$ cat src/rtl/term_stream_if.sv
// Group-input handshake and per-lane term stream outputs of the term stream encoder.
// The master side feeds groups in and watches the streams; the slave side is the encoder.
interface term_stream_if #(
  parameter int DATA_WIDTH = 8
);
  logic                    in_valid;
  logic                    in_ready;
  logic [4*DATA_WIDTH-1:0] in_mag;
  logic [3:0]              in_sign;
  logic                    naf_en;
  logic                    out_valid;
  logic                    group_start;
  logic                    group_last;
  logic [3:0]              term_stream;
  logic [3:0]              term_sign_stream;

  modport master (
    output in_valid, in_mag, in_sign, naf_en,
    input  in_ready, out_valid, group_start, group_last, term_stream, term_sign_stream
  );

  modport slave (
    input  in_valid, in_mag, in_sign, naf_en,
    output in_ready, out_valid, group_start, group_last, term_stream, term_sign_stream
  );
endinterface

$ cat src/rtl/term_stream_encoder.sv
// Recodes a 4-lane sign-magnitude group (binary or NAF) at capture and streams the
// signed power-of-two digits MSB-first, one position per cycle, in fixed-length frames.
module term_stream_encoder #(
  parameter int DATA_WIDTH = 8
) (
  input  logic        clk,
  input  logic        reset,
  input  logic        power_on,
  term_stream_if.slave bus
);
  localparam int L  = DATA_WIDTH + 1;
  localparam int CW = $clog2(L);

  typedef enum logic {IDLE, SHIFT} state_t;

  state_t              state_q, state_d;
  logic [CW-1:0]       cnt_q, cnt_d;
  logic                buf_full_q, buf_full_d;
  logic [3:0][L-1:0]   buf_pos_q, buf_pos_d;
  logic [3:0][L-1:0]   buf_neg_q, buf_neg_d;
  logic [3:0]          buf_sign_q, buf_sign_d;
  logic [3:0][L-1:0]   sh_pos_q, sh_pos_d;
  logic [3:0][L-1:0]   sh_neg_q, sh_neg_d;
  logic [3:0]          sh_sign_q, sh_sign_d;

  logic [3:0][L-1:0]   rec_pos;
  logic [3:0][L-1:0]   rec_neg;
  logic                accept;
  logic                load;
  logic                in_shift;

  assign bus.in_ready = power_on & ~buf_full_q & ~reset;
  assign accept       = bus.in_valid & bus.in_ready;
  assign in_shift     = (state_q == SHIFT);

  generate
    for (genvar gi = 0; gi < 4; gi++) begin : lane_g
      logic [DATA_WIDTH-1:0] mag;
      logic [DATA_WIDTH+1:0] x_ext;
      logic [DATA_WIDTH+1:0] x3;
      logic [L-1:0]          naf_pos;
      logic [L-1:0]          naf_neg;
      logic                  digit_pos;
      logic                  digit_neg;

      // Canonical NAF: compare x with 3x; a differing bit above k gives digit k.
      assign mag     = bus.in_mag[gi*DATA_WIDTH +: DATA_WIDTH];
      assign x_ext   = {2'b00, mag};
      assign x3      = x_ext + {x_ext[DATA_WIDTH:0], 1'b0};
      assign naf_pos = x3[L:1] & ~x_ext[L:1];
      assign naf_neg = ~x3[L:1] & x_ext[L:1];

      assign rec_pos[gi] = bus.naf_en ? naf_pos : {1'b0, mag};
      assign rec_neg[gi] = bus.naf_en ? naf_neg : '0;

      assign digit_pos = sh_pos_q[gi][cnt_q];
      assign digit_neg = sh_neg_q[gi][cnt_q];
      assign bus.term_stream[gi]      = in_shift & (digit_pos | digit_neg);
      assign bus.term_sign_stream[gi] = in_shift & (digit_pos | digit_neg)
                                        & (sh_sign_q[gi] ^ digit_neg);
    end
  endgenerate

  assign bus.out_valid   = in_shift;
  assign bus.group_start = in_shift & (cnt_q == CW'(DATA_WIDTH));
  assign bus.group_last  = in_shift & (cnt_q == '0);

  always_comb begin
    state_d    = state_q;
    cnt_d      = cnt_q;
    buf_full_d = buf_full_q;
    buf_pos_d  = buf_pos_q;
    buf_neg_d  = buf_neg_q;
    buf_sign_d = buf_sign_q;
    sh_pos_d   = sh_pos_q;
    sh_neg_d   = sh_neg_q;
    sh_sign_d  = sh_sign_q;
    load       = 1'b0;

    case (state_q)
      IDLE: begin
        if (buf_full_q) begin
          load    = 1'b1;
          state_d = SHIFT;
        end
      end
      SHIFT: begin
        if (cnt_q == '0) begin
          if (buf_full_q) load = 1'b1;
          else            state_d = IDLE;
        end else begin
          cnt_d = cnt_q - 1'b1;
        end
      end
      default: state_d = IDLE;
    endcase

    if (load) begin
      sh_pos_d   = buf_pos_q;
      sh_neg_d   = buf_neg_q;
      sh_sign_d  = buf_sign_q;
      cnt_d      = CW'(DATA_WIDTH);
      buf_full_d = 1'b0;
    end

    // accept only fires with the buffer empty, so it never collides with a drain
    if (accept) begin
      buf_full_d = 1'b1;
      buf_pos_d  = rec_pos;
      buf_neg_d  = rec_neg;
      buf_sign_d = bus.in_sign;
    end
  end

  always_ff @(posedge clk) begin
    if (reset) begin
      state_q    <= IDLE;
      cnt_q      <= '0;
      buf_full_q <= 1'b0;
      buf_pos_q  <= '0;
      buf_neg_q  <= '0;
      buf_sign_q <= '0;
      sh_pos_q   <= '0;
      sh_neg_q   <= '0;
      sh_sign_q  <= '0;
    end else if (power_on) begin
      state_q    <= state_d;
      cnt_q      <= cnt_d;
      buf_full_q <= buf_full_d;
      buf_pos_q  <= buf_pos_d;
      buf_neg_q  <= buf_neg_d;
      buf_sign_q <= buf_sign_d;
      sh_pos_q   <= sh_pos_d;
      sh_neg_q   <= sh_neg_d;
      sh_sign_q  <= sh_sign_d;
    end
  end
endmodule

$ cat src/flat_wrapper.sv
// flat-port wrapper written by rule: the top's interface ports become plain ports
module term_stream_encoder_flat 
#(
  parameter int DATA_WIDTH = 8
)
  (clk, reset, power_on, bus_in_valid, bus_in_mag, bus_in_sign, bus_naf_en, bus_in_ready, bus_out_valid, bus_group_start, bus_group_last, bus_term_stream, bus_term_sign_stream);
  term_stream_if #(.DATA_WIDTH(DATA_WIDTH)) bus_i ();
  input  logic clk;
  input  logic reset;
  input  logic power_on;
  input wire logic [$bits(bus_i.in_valid)-1:0] bus_in_valid;
  input wire logic [$bits(bus_i.in_mag)-1:0] bus_in_mag;
  input wire logic [$bits(bus_i.in_sign)-1:0] bus_in_sign;
  input wire logic [$bits(bus_i.naf_en)-1:0] bus_naf_en;
  output wire logic [$bits(bus_i.in_ready)-1:0] bus_in_ready;
  output wire logic [$bits(bus_i.out_valid)-1:0] bus_out_valid;
  output wire logic [$bits(bus_i.group_start)-1:0] bus_group_start;
  output wire logic [$bits(bus_i.group_last)-1:0] bus_group_last;
  output wire logic [$bits(bus_i.term_stream)-1:0] bus_term_stream;
  output wire logic [$bits(bus_i.term_sign_stream)-1:0] bus_term_sign_stream;
  assign bus_i.in_valid = bus_in_valid;
  assign bus_i.in_mag = bus_in_mag;
  assign bus_i.in_sign = bus_in_sign;
  assign bus_i.naf_en = bus_naf_en;
  assign bus_in_ready = bus_i.in_ready;
  assign bus_out_valid = bus_i.out_valid;
  assign bus_group_start = bus_i.group_start;
  assign bus_group_last = bus_i.group_last;
  assign bus_term_stream = bus_i.term_stream;
  assign bus_term_sign_stream = bus_i.term_sign_stream;
  term_stream_encoder #(.DATA_WIDTH(DATA_WIDTH)) u_core (.clk(clk), .reset(reset), .power_on(power_on), .bus(bus_i));
endmodule
$ cat config.mk
export PLATFORM = sky130hd
export DESIGN_NAME = term_stream_encoder_flat
export DESIGN_NICKNAME = d
export VERILOG_FILES = /design/src/rtl/term_stream_if.sv /design/src/rtl/term_stream_encoder.sv /design/src/flat_wrapper.sv
export SDC_FILE = /design/constraint.sdc
export NUM_CORES = 1
export LEC_CHECK = 0
export CORE_ASPECT_RATIO = 0.8
export CORE_MARGIN = 2
export CORE_UTILIZATION = 47
export CTS_BUF_LIST = sky130_fd_sc_hd__clkbuf_8
export CTS_CLUSTER_DIAMETER = 120
export DETAILED_ROUTE_END_ITERATION = 16
export DONT_BUFFER_PORTS = 1
export GPL_TIMING_DRIVEN = 0
export PLACE_DENSITY = 0.65
export SLEW_MARGIN = 15
export SYNTH_ARGS = -nofsm -noshare
export SYNTH_HDL_FRONTEND = slang
export SYNTH_SLANG_ARGS = --single-unit
$ cat constraint.sdc
create_clock -name clk -period 5.3 [get_ports clk]
set_input_delay 0.795 -clock clk [delete_from_list [all_inputs] [get_ports clk]]
set_output_delay 0.795 -clock clk [all_outputs]
set_load 0.005 [all_outputs]
-- Word level (Yosys, flattened, before mapping)
Index checks and enable logic that the tools add are counted.
- bits in registers: 158
- input port bits: 41
- output and inout bits: 12
- logic and storage cells: 110
- $add $sub $neg: 5
- order comparisons: 1
- equal/unequal tests: 2
- muxes and demuxes: 34
- bitwise gates (word level): 40
- reductions and logical operators: 7
- operator list (cell ; number):
    2-to-1 mux 9 bit ; 8
    adder 8 x 9 -> 10 bit ; 4
    AND 9 x 7 -> 9 bit ; 4
    AND 9 bit ; 4
    NOT 7 -> 9 bit ; 4
    NOT 9 bit ; 4
    binary-select mux 1 bit (select 4 bit) ; 8
    AND 1 bit ; 13
    2-to-1 mux 1 bit ; 13
    2-to-1 mux 4 bit ; 3
    AND reduction 2 bit ; 3
    < comparator 4 x 5 -> 1 bit, second input constant ; 1
    == test 4 bit, second input constant ; 1
    zero test 4 bit ; 1
    bitwise OR 1 bit ; 4
    one-hot mux 1 bit (2 select lines) ; 2
    nonzero test 2 bit ; 2
    subtractor 4 x 1 -> 4 bit, second input constant ; 1
    bitwise XOR 1 bit ; 4
    NOT 1 bit ; 3
    AND reduction 3 bit ; 1
    inequality test 2 x 1 -> 1 bit, second input constant ; 1

-- Depth between registers and ports, before layout
- word-level depth: 6
- mapped depth: 12
- gate-level depth less buffers: 7

-- Worst setup path before layout
OpenSTA, ideal clock, no wires.
- kind: input port to flip-flop
- start point: input port bus_in_mag[1]
- end point: register u_core.buf_neg_q[6] in the netlist's numbering
- setup time: 0.116 ns
- arrival: 2.189 ns
- required time: 5.184 ns
- path slack: 2.995 ns
- stages: 7
- buffers on the path: 0
- path through: and2_1 > fa_1 > a211oi_1 > o21bai_1 > a21oi_1 > xnor2_1 > a41o_1
- word-level cells in the longest chain between the ends: 4
- ends and longest elaborated chain (element ; RTL line ; source):
    from (decl) ; flat_wrapper.sv:12 ; input wire logic [$bits(bus_i.in_mag)-1:0] bus_in_mag;
    adder 8 x 9 -> 10 bit ; term_stream_encoder.sv:49 ; assign x3 = x_ext + {x_ext[DATA_WIDTH:0], 1'b0};
    NOT 9 bit ; term_stream_encoder.sv:51 ; assign naf_neg = ~x3[L:1] & x_ext[L:1];
    AND 9 x 7 -> 9 bit ; term_stream_encoder.sv:51 ;
    2-to-1 mux 9 bit ; term_stream_encoder.sv:54 ; assign rec_neg[gi] = bus.naf_en ? naf_neg : '0;
    to (signal assigned) ; term_stream_encoder.sv:131 ; buf_neg_q <= buf_neg_d;
    to (decl) ; term_stream_encoder.sv:20 ; logic [3:0][L-1:0] buf_neg_q, buf_neg_d;
Every way passes these cells.
A chain may end at the register's enable or synchronous reset.

-- Worst setup path after layout
- start point: register u_core.cnt_q[1]
- end point: output port bus_term_sign_stream[2]
- word-level cells in the longest chain between the ends: 5
- elaborated cells between the ends (all ways): 8
- classes of those cells: mux (4); bitwise (4)
- ends and longest elaborated chain (element ; RTL line ; source):
    from (decl) ; term_stream_encoder.sv:17 ; logic [CW-1:0] cnt_q, cnt_d;
    from (signal assigned) ; term_stream_encoder.sv:128 ; cnt_q <= cnt_d;
    binary-select mux 1 bit (select 4 bit) (on tied branches) ; term_stream_encoder.sv:56, term_stream_encoder.sv:57 ;
    2-to-1 mux 1 bit (on tied branches) ; term_stream_encoder.sv:56, term_stream_encoder.sv:57 ;
    bitwise OR 1 bit ; term_stream_encoder.sv:59 ; assign bus.term_sign_stream[gi] = in_shift & (digit_pos | digit_neg)
    AND 1 bit ; term_stream_encoder.sv:59 ;
    AND 1 bit * ; term_stream_encoder.sv:60 ; & (sh_sign_q[gi] ^ digit_neg);
    to (decl) ; flat_wrapper.sv:20 ; output wire logic [$bits(bus_i.term_sign_stream)-1:0] bus_term_sign_stream;
Every way passes the cells marked *; elsewhere a longest branch is shown, timed or not. The select of a mux whose other input is x is not followed.

==> metrics.md <==
| Metric | Value |
|---|---|
| HP Start | bus_in_mag[30] |
| IO Count | 53 |
| Final net count | 994 |
| Final WL | 22.5 mm |
| GPL Wtd Cong | 0.906 |
| Wire per inst | 19.7 um |
| Max-cap check violation count | 0 |
| Critical path class | reg -> out |
| Die Y | 115 um |
| Slew Viols, Final | 0 |
| R2r endpoint | u_core.sh_neg_q[6]$_SDFFE_PP0P_ |
| Dpl cells | 1110 |
| CTS sink count | 142 |
| DR pass1 iterations | 5 |
| HP Class | in -> reg |
| Yosys top cell area share | 0.393 |
| Sequential cell area fraction in the yosys report | 0.393 |
| Area leader, netlist | dfxtp_1 |
| First-pass GRT wire length | 34.6 mm |
| Via count | 6630 |
| TritonCTS clock tree | built |
| Worst slew pin tran | 0.801 ns |
| Root Driver | clkbuf_8 |
| Max Clk Rate | 0.315 GHz |
| Slew headroom | 0.466 |
| Initial DRC Count | 537 |
| # hold bufs at CTS | 0 |
| Core area | 15100 um2 |
| Ys async rst share | 0 |
| R2R Setup Slk | 2.64 ns |
| Non-Filler Instances | 1141 |
| Hold Violations, Final | 0 |
| Synth top cells by count | nand2_1 (204), dfxtp_1 (142), a21oi_1 (133) |
| Std-Cell Rows | 40 |
| Post-route DRC | 0 |
| CP Data Arrival Time | 2.38 ns |
| Setup TNS | 0 ns |
| Mapped Cells | 900 |
| Worst-Skew Late Latency | 0.46 ns |
| H-tree levels | 4 |
| Seq cells post-synth | 142 |
| Clock buffer depth | 2 |
| Count of yosys warnings during synthesis | 0 |
| Post-synth EDFFs | 0 |
| Predominant post-synthesis flop cell | dfxtp_1 |
| Worst Hold Depth | 1 |
| Pwr/cell area | 294 nW/um2 |
| CP required | 4.51 ns |
| P&R area growth vs syn | 9.25% |
| Initial antenna violation count | 0 |
| Min Tclk post-route | 3.17 ns |
| Gr ovfl total | 0 |
| CP max FO | 10 |
| DR vias/cell | 5.81 |
| Syn nets | 975 |
| Setup bufs post-CTS | 0 |
| Total CTS buffers | 17 |
| Period utilization | 0.599 |
| Area of the die | 16400 um2 |
| Synth Cell Area | 7240 um2 |
| Final setup viols | 0 |
| Static Leak | 2.74 nW |
| Clk_skew | 0.00838 ns |
| HPWL after DPL | 17.0 mm |
| RSZ-0062 raised after global routing | no |
| Routed Antenna Nets | 0 |
| Unique masters post-synth | 50 |
| Worst Setup End Kind | primary output |
| Vias in the first global route | 5980 |
| Global-route usage over all layers | 0.282 |
| Layout cells sized above 1 | 0.0859 |
| Start of the worst register-to-register path | u_core.cnt_q[0]$_SDFFE_PP0P_ |
| Pin count of the biggest net entering global routing | 17 |
| Worst VDD drop | 175 uV |
| Worst Hold Path EP | u_core.buf_pos_q[32]$_SDFFE_PP0P_ |
| Buffers on Ports | 0 |
| Filler cells | 1506 |
| Clock transition at path regs | 0.08 ns |
| Top cells by area, synth | dfxtp_1 (39%), nand2_1 (11%), a21oi_1 (9.2%) |
| ANT cells | 0 |
| Initial Utilization | 0.481 |
| Post-CTS Resized | 0 |
| Worst Reg2Reg Path Length in Cells | 10 |
| Post-Syn Area per Cell | 8.04 um2 |
| Die Width | 143 um |
| Run status | finished, final reports clean |
| Startpoint Class | flop |
| Most common cell in the netlist | nand2_1 |
-- how the worst max path moves through the flow --
stage                                 startpoint  cells after the start                           endpoint
finish              u_core.cnt_q[1]$_SDFFE_PP0P_                      6            bus_term_sign_stream[2]
global route        u_core.cnt_q[1]$_SDFFE_PP0P_                      6            bus_term_sign_stream[2]
CTS                 u_core.cnt_q[1]$_SDFFE_PP0P_                      6            bus_term_sign_stream[2]
detailed placement                         reset                      7  u_core.buf_neg_q[10]$_SDFFE_PP0P_
global placement                           reset                      7  u_core.buf_neg_q[10]$_SDFFE_PP0P_
floorplan                          bus_in_mag[1]                      7   u_core.buf_neg_q[6]$_SDFFE_PP0P_
-- placed cells by master (no fill, tap or decap), types with 9 or more instances in the layout --
master	instances
dfxtp_1	142
clkbuf_8	19
nor3_1	19
and3_1	10
o211ai_1	10
nor2_1	31
xnor2_1	21
nand4_1	16
mux2i_1	24
a21oi_1	133
ha_1	30
buf_4	9
nand2_1	204
a31oi_1	16
nand3_1	18
clkbuf_1	32
buf_2	20
o21ai_0	28
inv_1	19
-- power by group --
group | switching [mW] | internal (mW)
logic | 0.199 | 0.111
clock network | 0.424 | 0.484
registers | 0.0175 | 1.09
total | 0.640 | 1.68
-- flip-flops by register name, summed over array words and instances, names as in the netlist --
name                  cells
u_core.sh_neg_q          28
u_core.buf_full_q         1
u_core.cnt_q              4
u_core.sh_sign_q          4
u_core.sh_pos_q          36
u_core.buf_pos_q         36
u_core.buf_sign_q         4
u_core.bus.out_valid      1
u_core.buf_neg_q         28
-- cell type report --
cell class                      count  area, um2  area share
Clock inverter                     12        145      0.0184
Inverter                           18       67.6     0.00854
Buffer                             64        314      0.0397
Tap cell                          210        263      0.0332
Sequential cell                   142       2840       0.359
Clock buffer                       19        262      0.0331
Multi-Input combinational cell    676       4020       0.508
-- routing by layer --
metal  track usage  routed length, um
met1         0.411              10500
met2         0.418               9440
met3        0.0516               1990
met4         0.104                520
met5             0                  0
-- worst max-delay path, cell delays in order, from the launching register on --
cell      delay [ns]
dfxtp_1         0.35
buf_4           0.22
buf_4           0.25
nand3_1         0.29
o22ai_1         0.25
nor2_1          0.13
a311oi_1        0.42
-- cell families after synthesis --
| kind of cell | after synthesis | share of synthesized area |
|---|---|---|
| AOI/OAI and AO/OA | 259 | 0.219 |
| adders and majority gates | 34 | 0.0629 |
| xor gates and xnor gates | 26 | 0.0315 |
| muxes | 32 | 0.0456 |
| and+or+nand+nor | 325 | 0.195 |
| buffers and inverters | 82 | 0.0527 |
| DFF | 142 | 0.393 |
-- through the flow --
step	setup slack, ns	total power [mW]	hold WS [ns]	area, um2	util
after floorplan	2.99	1.35	0.427	7240	-
after global placement	2.65	1.43	0.439	7500	0.498
after detailed placement	2.64	1.44	0.443	7500	0.498
after CTS	2.17	2.33	0.417	7910	0.525
after global routing	1.98	2.41	0.426	7910	0.525
final	2.13	2.32	0.424	7910	0.525
(Power assumes the default switching activity.)
